### src/rtl/spi_txn_arbiter.sv
// Two-requester round-robin arbiter that sequences full-duplex word bursts
// through a shared SPI engine, with per-requester chip selects and an RX timeout.
module spi_txn_arbiter #(
  parameter int W_DATA  = 32,
  parameter int W_LEN   = 4,
  parameter int CS_GAP  = 2,
  parameter int TIMEOUT = 1024
) (
  input  logic                  clk,
  input  logic                  rst,
  input  logic [1:0]            req_valid,
  input  logic [2*W_LEN-1:0]    req_len,
  input  logic [2*W_DATA-1:0]   req_wdata,
  output logic [1:0]            req_wready,
  output logic [W_DATA-1:0]     rsp_data,
  output logic [1:0]            rsp_valid,
  output logic [1:0]            done,
  output logic [1:0]            err,
  input  logic                  spi_tx_ready,
  output logic [W_DATA-1:0]     spi_tx_data,
  output logic                  spi_tx_valid,
  input  logic [W_DATA-1:0]     spi_rx_data,
  input  logic                  spi_rx_valid,
  output logic [1:0]            spi_cs_n,
  output logic                  busy,
  output logic                  owner
);

  localparam int TW = (TIMEOUT > 2) ? $clog2(TIMEOUT) : 1;
  localparam int GW = $clog2(CS_GAP + 1);
  localparam logic [TW-1:0]  T_LAST  = TW'(TIMEOUT - 1);
  localparam logic [GW-1:0]  G_LAST  = GW'(CS_GAP - 1);
  localparam logic [W_LEN:0] REM_ONE = (W_LEN + 1)'(1);

  typedef enum logic [2:0] {
    IDLE,
    GRANT,
    LOAD,
    WAIT_RX,
    NEXT,
    GAP
  } state_t;

  state_t              state_q;
  state_t              state_d;
  logic                owner_q;
  logic                grant_sel;
  logic                do_grant;
  logic                tx_fire;
  logic                rx_hit;
  logic                timeout_hit;
  logic                last_word;
  logic [W_LEN:0]      remaining_q;
  logic [TW-1:0]       tcnt_q;
  logic [GW-1:0]       gcnt_q;
  logic [1:0]          cs_n_q;
  logic [W_DATA-1:0]   rsp_data_q;
  logic [1:0]          rsp_valid_q;
  logic [1:0]          done_q;
  logic [1:0]          owner_oh;
  logic [W_LEN-1:0]    len_sel;
  logic [W_DATA-1:0]   wdata_sel;

  assign owner_oh  = owner_q ? 2'b10 : 2'b01;
  assign len_sel   = grant_sel ? req_len[2*W_LEN-1 -: W_LEN] : req_len[W_LEN-1:0];
  assign wdata_sel = owner_q ? req_wdata[2*W_DATA-1 -: W_DATA] : req_wdata[W_DATA-1:0];

  always_comb begin
    state_d     = state_q;
    grant_sel   = owner_q;
    do_grant    = 1'b0;
    tx_fire     = 1'b0;
    rx_hit      = 1'b0;
    timeout_hit = 1'b0;
    last_word   = 1'b0;
    case (state_q)
      IDLE: begin
        // On a collision the requester that did not hold the last grant wins.
        case (req_valid)
          2'b01: begin
            grant_sel = 1'b0;
            do_grant  = 1'b1;
          end
          2'b10: begin
            grant_sel = 1'b1;
            do_grant  = 1'b1;
          end
          2'b11: begin
            grant_sel = ~owner_q;
            do_grant  = 1'b1;
          end
          default: do_grant = 1'b0;
        endcase
        if (do_grant) state_d = GRANT;
      end
      GRANT: state_d = LOAD;
      LOAD: begin
        if (spi_tx_ready) begin
          tx_fire = 1'b1;
          state_d = WAIT_RX;
        end
      end
      WAIT_RX: begin
        if (spi_rx_valid) begin
          rx_hit  = 1'b1;
          state_d = NEXT;
        end else if (tcnt_q == T_LAST) begin
          timeout_hit = 1'b1;
          state_d     = GAP;
        end
      end
      NEXT: begin
        if (remaining_q <= REM_ONE) begin
          last_word = 1'b1;
          state_d   = GAP;
        end else if (!req_valid[owner_q]) begin
          state_d = GAP;
        end else begin
          state_d = LOAD;
        end
      end
      GAP: begin
        if (gcnt_q == G_LAST) state_d = IDLE;
      end
      default: state_d = IDLE;
    endcase
  end

  always_ff @(posedge clk) begin
    if (!rst) begin
      state_q     <= IDLE;
      owner_q     <= 1'b1;
      remaining_q <= '0;
      tcnt_q      <= '0;
      gcnt_q      <= '0;
      cs_n_q      <= 2'b11;
      rsp_data_q  <= '0;
      rsp_valid_q <= 2'b00;
      done_q      <= 2'b00;
    end else begin
      state_q     <= state_d;
      rsp_valid_q <= rx_hit ? owner_oh : 2'b00;
      done_q      <= last_word ? owner_oh : 2'b00;
      if (rx_hit) rsp_data_q <= spi_rx_data;

      if (do_grant) begin
        owner_q     <= grant_sel;
        remaining_q <= (len_sel == '0) ? REM_ONE : {1'b0, len_sel};
      end else if (state_q == NEXT && remaining_q != '0) begin
        remaining_q <= remaining_q - REM_ONE;
      end

      if (state_q == LOAD) begin
        tcnt_q <= '0;
      end else if (state_q == WAIT_RX && tcnt_q != T_LAST) begin
        tcnt_q <= tcnt_q + TW'(1);
      end

      if (state_q == GAP) gcnt_q <= gcnt_q + GW'(1);
      else                gcnt_q <= '0;

      // Chip select follows the registered state, so it releases one cycle after NEXT.
      case (state_q)
        GRANT, LOAD, WAIT_RX, NEXT: cs_n_q <= ~owner_oh;
        default:                    cs_n_q <= 2'b11;
      endcase
    end
  end

  assign req_wready   = tx_fire ? owner_oh : 2'b00;
  assign spi_tx_valid = tx_fire;
  assign spi_tx_data  = tx_fire ? wdata_sel : '0;
  assign rsp_data     = rsp_data_q;
  assign rsp_valid    = rsp_valid_q;
  assign err          = timeout_hit ? owner_oh : 2'b00;
  assign done         = done_q | err;
  assign spi_cs_n     = cs_n_q;
  assign busy         = (state_q != IDLE);
  assign owner        = owner_q;

endmodule
### config.mk
export PLATFORM = sky130hd
export DESIGN_NAME = spi_txn_arbiter
export DESIGN_NICKNAME = d
export VERILOG_FILES = /design/src/rtl/spi_txn_arbiter.sv
export SDC_FILE = /design/constraint.sdc
export NUM_CORES = 1
export LEC_CHECK = 0
export BUFFER_PORTS_ARGS = -buffer_cell sky130_fd_sc_hd__buf_2
export CORE_MARGIN = 2
export CORE_UTILIZATION = 40
export CTS_BUF_LIST = sky130_fd_sc_hd__clkbuf_4 sky130_fd_sc_hd__clkbuf_8
export CTS_CLUSTER_DIAMETER = 30
export DETAILED_ROUTE_END_ITERATION = 10
export GPL_ROUTABILITY_DRIVEN = 1
export PLACE_DENSITY = 0.81
export SYNTH_ARGS = -nofsm -noshare
export SYNTH_HDL_FRONTEND = slang
export SYNTH_SLANG_ARGS = --single-unit
### constraint.sdc
create_clock -name clk -period 1.8 [get_ports clk]
set_input_delay 0.18 -clock clk [delete_from_list [all_inputs] [get_ports clk]]
set_output_delay 0.18 -clock clk [all_outputs]
set_load 0.05 [all_outputs]
==> metrics.txt, run 1 <==
result of the run finished with violations; violated checks negative setup slack; relative max-transition margin a little under three quarters; reg-to-reg startpoint state_q[2]$_SDFFE_PN0P_; combined global-route utilization of all metal layers 22.6%; YS warnings 0; top cells by instance count after synthesis nand2_1 (74), dfxtp_1 (59), nor2_1 (52), mux2i_1 (39), a21boi_0 (25); pre-CTS setup slack around 16 ps; total setup violations reported at the end of the flow 37; RSZ-0062 raised after global routing true; Fin Hold WS a little over 80 ps; number of violations reported at the end of detailed-routing iteration 0 95; top-level port count 187; width of the chip about 93 µm; post-route DRC violation count 0; routed vias/inst about 5.0; Post-Syn Nets around 500; count of antenna-violating nets left after detailed routing 0; Inserted Diodes 0; cell-by-cell trace of the critical path nand2b_4, or3_4, buf_12, nor2_2, buf_6; leakage power of the design roughly 2.4 nW; overflow left after global routing 0; final core utilization between 60% and 70%; number of levels in the clock H-tree 3; share of post-route cells with drive strength above 1 about half; destination of the critical timing path spi_tx_data[0]; slew at the pin closest to its max-slew limit between 400 and 500 ps; # Max-Cap Violations 0; post-synthesis cell type count between 40 and 50; Period Utilization, post-route 106%; number of buffers on the longest clock path 2; mean instance size in the synthesized netlist 8.14 µm²; path class of the lowest-slack min-delay path in2reg; Critical R2R Capture tcnt_q[9]$_SDFFE_PP0P_; max-slew violation count 0; EDFF count, synth 0; number of cells produced by synthesis around 390; clock tree from TritonCTS yes; CP required around 1600 ps; R2R depth 6; minimum clock period 1910 ps; via count about 3500; final critical-path setup slack -107 ps; standard cell core area approximately 7700 µm²; most frequent cell after synthesis nand2_1; total die area about 8600 µm²; CTS clk-pin slew, worst paths approximately 70 ps; number of buffers added by the clock tree synthesis step 9; Final GP Congestion approximately 0.92; cell taking the most area after synthesis dfxtp_1; post-synthesis cell area 3160 µm²; worst-case vdd ir drop between 0.5 and 0.6 mV; share of async-settable or async-resettable flops after synthesis 0%; Synth area leaders dfxtp_1 (37%), mux2i_1 (12%), nand2_1 (8.8%); Final TNS setup -2880 ps; number of filler instances in the final layout 627; buffer cell driving the clock tree root clkbuf_8; largest fanout on the critical path 16; number of input and output port buffers inserted between 150 and 200; critical path type reg2out; CTS hold repair buffers 0; total detailed-routing wirelength just under 10 mm; first-pass GRT wire length 15.4 mm; clock sink count 59; top-area cell type share of the netlist area 37.4%; stage delay of the slowest cell on the critical path 380 ps; routed length per instance 14.3 µm; most frequently used flop master after synthesis dfxtp_1; kind of start point of the critical path flop; CP startpoint state_q[2]$_SDFFE_PN0P_; total non-filler cell area in the finished layout between 5000 and 6000 µm²; number of nets in the layout 700; number of flip-flops and latches in the synthesized netlist between 50 and 60; Layout Skew a little over 9 ps; estimated wirelength of the detail-placed design ~7.5 mm; area overhead of the layout relative to synthesis 66.4%; Area after DPL 4630 µm²; number of hold-slack violations in the final timing report 0; maximum clock frequency 524 MHz; sequential cell area fraction in the yosys report a little under two fifths; die height about 93 µm; Slowest-stage cell, CP or3_4; maximum number of pins on one net before global-route repair 35; vias in the first global route 3465; worst-case register-to-register setup slack between 100 and 150 ps; number of antenna violations at the first check in global routing 0; crit end category output pin; number of search-and-repair iterations in the first detailed-routing pass 4; later-pin clock latency in the skew report about 340 ps; row cnt 32; critical path data arrival time roughly 1700 ps; initial core utilization between 40 and 50%; power per cell area ~910 nW/µm²
## registers in the layout (all words and copies together), names as in the netlist
register / flops
tcnt_q: 10
state_q: 3
done_q: 2
rsp_valid: 2
spi_cs_n: 2
rsp_data: 32
owner: 1
gcnt_q: 2
remaining_q: 5
## placed cells by master (no fill, tap or decap), types with 6 or more instances in the layout
master    instances
nand3_1          11
a21boi_1          7
nor3_1            6
buf_4            21
xnor2_1           6
a21boi_0         25
buf_6            27
dfxtp_1          53
a21oi_1          11
nand2_1          74
nor2_1           18
buf_12            7
nor2_4           31
clkbuf_8         11
mux2i_1          36
buf_8             9
inv_1            11
buf_2           147
## how the worst min path moves through the flow
| stage | start | end | slack [ps] | depth (start not counted) |
|---|---|---|---|---|
| 3_5_place_dp | gcnt_q[0]$_SDFF_PN0_ | gcnt_q[0]$_SDFF_PN0_ | 420 | 1 |
| 3_3_place_gp | gcnt_q[0]$_SDFF_PN0_ | gcnt_q[0]$_SDFF_PN0_ | 410 | 1 |
| 5_1_grt | spi_rx_data[4] | rsp_data[4]$_SDFFE_PN0P_ | 80 | 3 |
| 2_1_floorplan | spi_rx_data[0] | rsp_data[0]$_SDFFE_PN0P_ | 310 | 2 |
| 4_1_cts | spi_rx_data[7] | rsp_data[7]$_SDFFE_PN0P_ | 70 | 3 |
| 6_report | spi_rx_data[7] | rsp_data[7]$_SDFFE_PN0P_ | 80 | 3 |
## where the power goes
group	switching [mW]	leakage (nW)	internal [mW]	total, mW
registers	0.109	0.481	1.40	1.51
logic	1.14	1.82	0.737	1.87
clock network	0.532	0.116	0.859	1.39
total	1.78	2.41	2.99	4.77
## cell families after synthesis
group                      share of synthesized area, %
DFF                                                37.4
AOI/OAI and AO/OA                                  15.5
and+or+nand+nor                                    25.1
xor gates and xnor gates                           1.66
muxes                                              13.1
adders and majority gates                          1.98
buffers and inverters                              5.23
## area by class of cell
type	instances	area (µm²)	share of cell area, %
Tap cell	102	128	2.43
Clock inverter	5	85.1	1.62
Timing Repair Buffer	212	1500	28.5
Inverter	11	41.3	0.786
Clock buffer	11	151	2.88
Multi-Input combinational cell	292	2150	41.0
Sequential cell	59	1200	22.8
## repair_timing
| item | CTS | global route |
|---|---|---|
| gates resized for setup | 83 | 13 |
| cloned | 0 | 1 |
| pin swaps | 7 | 0 |
| setup endpoints to repair | 39 | 41 |
| buffers inserted | 7 | 0 |
## stage by stage
step | power (mW) | cells
floorplan | 2.78 | 388
global placement | 3.20 | 668
detailed placement | 3.24 | 668
CTS | 4.76 | 691
global route | 5.00 | 692
finish | 4.77 | 692
## worst max-delay path, delay by kind of cell (launching register included)
family	cells	cell delay [ps]
AND/OR/NAND/NOR	3	670
flip-flops	1	360
buffers and inverters	2	350
## layer usage
layer	wire length (µm)	GRT usage (%)	vias to the layer above
li1	-	-	1717
met1	3710	23.3	1574
met2	5280	43.4	174
met3	676	4.23	18
met4	248	10.9	0
met5	0	0	-
(Power assumes the default switching activity.)
==> run 2: changes to the inputs <==
--- a/config.mk
+++ b/config.mk
@@ -6,6 +6,7 @@
 export NUM_CORES = 1
 export LEC_CHECK = 0
 export BUFFER_PORTS_ARGS = -buffer_cell sky130_fd_sc_hd__buf_2
+export CORE_ASPECT_RATIO = 1.1
 export CORE_MARGIN = 2
 export CORE_UTILIZATION = 40
 export CTS_BUF_LIST = sky130_fd_sc_hd__clkbuf_4 sky130_fd_sc_hd__clkbuf_8
==> run 2 against run 1 <==
Net effect:
- the run still ends with negative setup slack left
- setup slack worse by 33 ps
- final cell count is 1.7% higher
- first-iteration DRC count is 32% higher
- register-to-register slack hardly changed
- highest routed layer unchanged
- wire length is 3.1% higher
- clock power is 3% lower
- die area hardly changed
- clock-buffer cell count is 1 higher
- critical path depth is 1 higher
- cell area is 3.0% higher
- sequential power hardly changed
==> metrics.txt, run 2 (synthesis results as in run 1) <==
number of nets in the layout approximately 700; storage element area approximately 1200 µm²; CTS clk-pin slew, worst paths 70 ps; most common cell after layout, fill and taps aside buf_2; # Max-Cap Violations 0; Inserted Diodes 0; path class of the lowest-slack min-delay path in2reg; final core utilization 69.6%; RSZ-0062 raised after global routing true; number of input and output port buffers inserted about 190; final critical-path setup slack -140 ps; maximum clock frequency between 500 and 600 MHz; Clk pwr share 28.0%; hold path cells 3; flip-flop count of the largest register after layout 32; power per cell area between 800 and 900 nW/µm²; Combinational Power Share about two fifths; worst-case vdd ir drop ~0.44 mV; total detailed-routing wirelength a little over 10 mm; Pint between 3 and 4 mW; maximum number of pins on one net before global-route repair 38; standard cell core area 7780 µm²; number of filler instances in the final layout between 500 and 600; count of antenna-violating nets left after detailed routing 0; leading cell types in the layout, fill and taps excluded buf_2 (147), nand2_1 (74), dfxtp_1 (50); pre-CTS setup slack -10.4 ps; largest fanout on the critical path 3; first-pass GRT wire length roughly 16 mm; critical path type reg2out; Period Utilization, post-route 108%; estimated wirelength of the detail-placed design between 7 and 8 mm; routed length per instance between 10 and 15 µm; slew at the pin closest to its max-slew limit about 410 ps; clock sink count 59; via count 3551; overflow left after global routing 0; total chip power 4.84 mW; combined area of the multi-input logic cells about 2200 µm²; Final TNS setup -3460 ps; Final GP Congestion about 0.91; area overhead of the layout relative to synthesis 71.4%; number of buffers added by the clock tree synthesis step 9; width of the chip around 90 µm; die height ~100 µm; top-level port count 187; fraction of power spent switching nets between 30% and 40%; Sequential Power Share between 30% and 40%; violated checks negative setup slack; number of hold-slack violations in the final timing report 0; vias in the first global route 3530; R2R depth 5; minimum clock period roughly 1900 ps; Final Instance Count excl. Fillers just over 700; Area after DPL around 4600 µm²; Layout Skew ~7 ps; result of the run finished with violations; Fin Hold WS between 70 and 80 ps; later-pin clock latency in the skew report 330 ps; number of buffers on the longest clock path 2; initial core utilization approximately 40%; total non-filler cell area in the finished layout between 5000 and 6000 µm²; clock tree from TritonCTS yes; buffer cell driving the clock tree root clkbuf_8; number of search-and-repair iterations in the first detailed-routing pass 5; max-slew violation count 0; Cell Count Post-Placement roughly 670; number of violations reported at the end of detailed-routing iteration 0 between 100 and 150; relative max-transition margin 71.6%; leakage power of the design between 2 and 3 nW; CTS hold repair buffers 0; share of post-route cells with drive strength above 1 about half; crit end category output pin; number of antenna violations at the first check in global routing 0; number of levels in the clock H-tree 3; net load switching power 1.78 mW; routed vias/inst 5.04; total die area between 8000 and 9000 µm²; total setup violations reported at the end of the flow 31; CP required between 1500 and 2000 ps; post-route DRC violation count 0; row cnt 34; combined global-route utilization of all metal layers approximately a quarter; kind of start point of the critical path flop; critical path data arrival time between 1500 and 2000 ps
-- run 2: power groups by stage --
stage | Sequential, mW | Clock [mW] | Combinational [mW]
global route | 1.50 | 1.45 | 2.12
global placement | 1.51 | 0 | 1.66
CTS | 1.49 | 1.38 | 1.95
floorplan | 1.64 | 0 | 1.14
detailed placement | 1.51 | 0 | 1.70
finish | 1.49 | 1.35 | 2.00
-- run 2: critical path: stages, from the launching register on --
cell and delay (ps):
dfxtp_4 360, ha_4 120, and4_4 220, nand3_4 90
nor4_4 310, or2_4 180, buf_8 140
-- run 2: cell type report --
cell class / count / share of cell area (%)
multi-input cells: 292 / 39.8
repair buffers: 218 / 30.4
flip-flops and latches: 59 / 22.2
clock buffers: 12 / 2.82
well taps: 108 / 2.49
clock inverters: 4 / 1.36
inverters: 11 / 0.855
-- run 2: timing repair --
item                       4_1_cts  5_1_grt
cloned                           5        0
pin swaps                        8       22
setup buffers                    7        3
setup endpoints to repair       39       41
gates resized for setup         99       27
-- run 2: path summary, 6_finish.rpt --
path	startpoint	to	slack, ps
worst max-delay path	tcnt_q[0]$_SDFFE_PP0P_	done[0]	-140
worst min-delay path	spi_rx_data[0]	rsp_data[0]$_SDFFE_PN0P_	80
worst max register to register	state_q[1]$_SDFFE_PN0P_	remaining_q[1]$_SDFFE_PN0P_	120
worst min register to register	gcnt_q[0]$_SDFF_PN0_	gcnt_q[0]$_SDFF_PN0_	420
-- run 2: metal layers --
metal / part of all wire, % / vias up / GRT usage [%]
li1: - / 1733 / -
met1: 36 / 1621 / 24.3
met2: 53 / 182 / 43.5
met3: 8.3 / 15 / 5.78
met4: 2.1 / 0 / 10.3
met5: 0 / - / 0
==> run 3: changes to the inputs <==
--- a/config.mk
+++ b/config.mk
@@ -14,6 +14,7 @@
 export DETAILED_ROUTE_END_ITERATION = 10
 export GPL_ROUTABILITY_DRIVEN = 1
 export PLACE_DENSITY = 0.81
+export RECOVER_POWER = 25
 export SYNTH_ARGS = -nofsm -noshare
 export SYNTH_HDL_FRONTEND = slang
 export SYNTH_SLANG_ARGS = --single-unit
==> run 3 against run 2 <==
Net effect:
- the run still ends with negative setup slack left
- final cell count unchanged
- largest power group unchanged
- flip-flop and latch count did not move
- register-to-register slack about the same
- setup slack about the same
- largest cell class unchanged
- highest routed layer unchanged
- sequential power about the same
- critical path type unchanged
- first-iteration DRC count is 0.80% higher
- critical path depth grew 1
- via count increased by 0.82%
- maximum frequency barely moved
==> metrics.txt, run 3 (synthesis results as in run 1) <==
path class of the lowest-slack min-delay path in2reg; die height approximately 97 µm; Inserted Diodes 0; total setup violations reported at the end of the flow 30; most common cell after layout, fill and taps aside buf_2; vias in the first global route 3530; number of hold-slack violations in the final timing report 0; width of the chip between 80 and 90 µm; layer carrying the most global-route usage met2; number of search-and-repair iterations in the first detailed-routing pass 5; max-slew violation count 0; number of levels in the clock H-tree 3; reg-to-reg startpoint state_q[1]$_SDFFE_PN0P_; relative max-transition margin 58.1%; critical path data arrival time approximately 1800 ps; kind of start point of the critical path flop; combined global-route utilization of all metal layers between 20% and 30%; number of antenna violations at the first check in global routing 0; RSZ-0062 raised after global routing true; total detailed-routing wirelength between 10 and 15 mm; number of buffers added by the clock tree synthesis step 9; total die area 8630 µm²; Layout Skew 9.47 ps; total non-filler cell area in the finished layout 5390 µm²; cell-by-cell trace of the critical path ha_4, and4_4, nand3_4, buf_4, nor4_4, or2_4, buf_8; initial core utilization 40.6%; Slowest-stage cell, CP dfxtp_4; leakage power of the design around 2.4 nW; share of post-route cells with drive strength above 1 around 47%; buffer cell driving the clock tree root clkbuf_8; R2R depth 5; leading cell types in the layout, fill and taps excluded buf_2 (123), nand2_1 (74), dfxtp_1 (50); clock sink count 59; worst-case register-to-register setup slack roughly 120 ps; area overhead of the layout relative to synthesis 70.5%; overflow left after global routing 0; first-pass GRT wire length 16.0 mm; Period Utilization, post-route 108%; met3 track demand over resource 5.78%; CTS clk-pin slew, worst paths roughly 70 ps; met2 Resource Use GR between 40 and 50%; count of antenna-violating nets left after detailed routing 0; number of buffers on the longest clock path 2; result of the run finished with violations; slew at the pin closest to its max-slew limit between 600 and 700 ps; net load switching power approximately 1.8 mW; Combinational Power Share between 40 and 50%; Pint ~3.1 mW; crit end category output pin; worst-case vdd ir drop 0.440 mV; routed length per instance approximately 15 µm; CP startpoint tcnt_q[0]$_SDFFE_PP0P_; largest fanout on the critical path 3; clock tree from TritonCTS yes; met1 Resource Use GR between 20% and 30%; # Max-Cap Violations 0; Sequential Power Share 30.9%; maximum number of pins on one net before global-route repair 38; fraction of power spent switching nets about 37%; flip-flop count of the largest register after layout 32; Fin Hold WS 75.2 ps; post-route DRC violation count 0; CTS hold repair buffers 0; top-level port count roughly 190; number of input and output port buffers inserted 186; Area after DPL between 4000 and 5000 µm²; number of nets in the layout around 700; destination of the critical timing path done[1]; via count 3580; maximum clock frequency slightly above 500 MHz; critical path type reg2out; routed vias/inst 5.09; power per cell area roughly 900 nW/µm²; row cnt 34; Critical R2R Capture remaining_q[1]$_SDFFE_PN0P_; estimated wirelength of the detail-placed design about 7.3 mm; Final GP Congestion between 0.9 and 1; stage delay of the slowest cell on the critical path around 360 ps; standard cell core area approximately 7800 µm²; Clk pwr share 28.0%; violated checks negative setup slack; minimum clock period just under 2000 ps; later-pin clock latency in the skew report around 330 ps; CP required approximately 1600 ps; final critical-path setup slack -140 ps; number of violations reported at the end of detailed-routing iteration 0 126
[run 3: how the worst min path moves through the flow]
stage                           endpoint                  from  cells after the start
6_report        rsp_data[0]$_SDFFE_PN0P_        spi_rx_data[0]                      3
4_1_cts         rsp_data[0]$_SDFFE_PN0P_        spi_rx_data[0]                      3
3_5_place_dp        gcnt_q[0]$_SDFF_PN0_  gcnt_q[0]$_SDFF_PN0_                      1
3_3_place_gp        gcnt_q[0]$_SDFF_PN0_  gcnt_q[0]$_SDFF_PN0_                      1
2_1_floorplan   rsp_data[0]$_SDFFE_PN0P_        spi_rx_data[0]                      2
5_1_grt        rsp_data[29]$_SDFFE_PN0P_       spi_rx_data[29]                      3
[run 3: power groups by stage]
stage / clock, mW / sequential (mW) / combinational, mW
2_1_floorplan: 0 / 1.64 / 1.14
6_report: 1.35 / 1.49 / 1.99
3_3_place_gp: 0 / 1.51 / 1.66
5_1_grt: 1.45 / 1.50 / 2.11
3_5_place_dp: 0 / 1.51 / 1.70
4_1_cts: 1.38 / 1.49 / 1.95
[run 3: final cells by class]
cell class                 count  area [µm²]
multi-input combinational    292        2160
tap                          108         135
clock buffer                  12         153
clock inverter                 4        73.8
inverter                      11        46.3
timing repair buffer         218        1620
sequential                    59        1200
fill                         595        2400
[run 3: critical path, delay by kind of cell (launching register included)]
family        cells  cell delay, ps
flops             1             360
simple gates      4             640
fa+ha+maj         1             120
buf+inv           2             300
[run 3: metal layers]
metal  wire length, µm  part of all wire [%]
met1              3710                    36
met2              5460                    53
met3               863                   8.4
met4               238                   2.3
met5                 0                     0
[run 3: per-stage QoR]
step	setup WS (ps)	util (%)	TNS (ps)	power (mW)	instances
floorplan	-287	-	-2590	2.78	388
global placement	61.9	58.9	0	3.16	673
detailed placement	-10.4	58.9	-13.9	3.21	673
CTS	-167	68.2	-5090	4.82	701
global route	-218	69.2	-5420	5.06	704
finish	-140	69.2	-3420	4.84	704
[run 3: what timing repair did]
item,in CTS,in global routing
gates cloned,5,0
buffers inserted,7,3
setup endpoints to repair,39,41
pin swaps,8,22
gates resized for setup,99,27
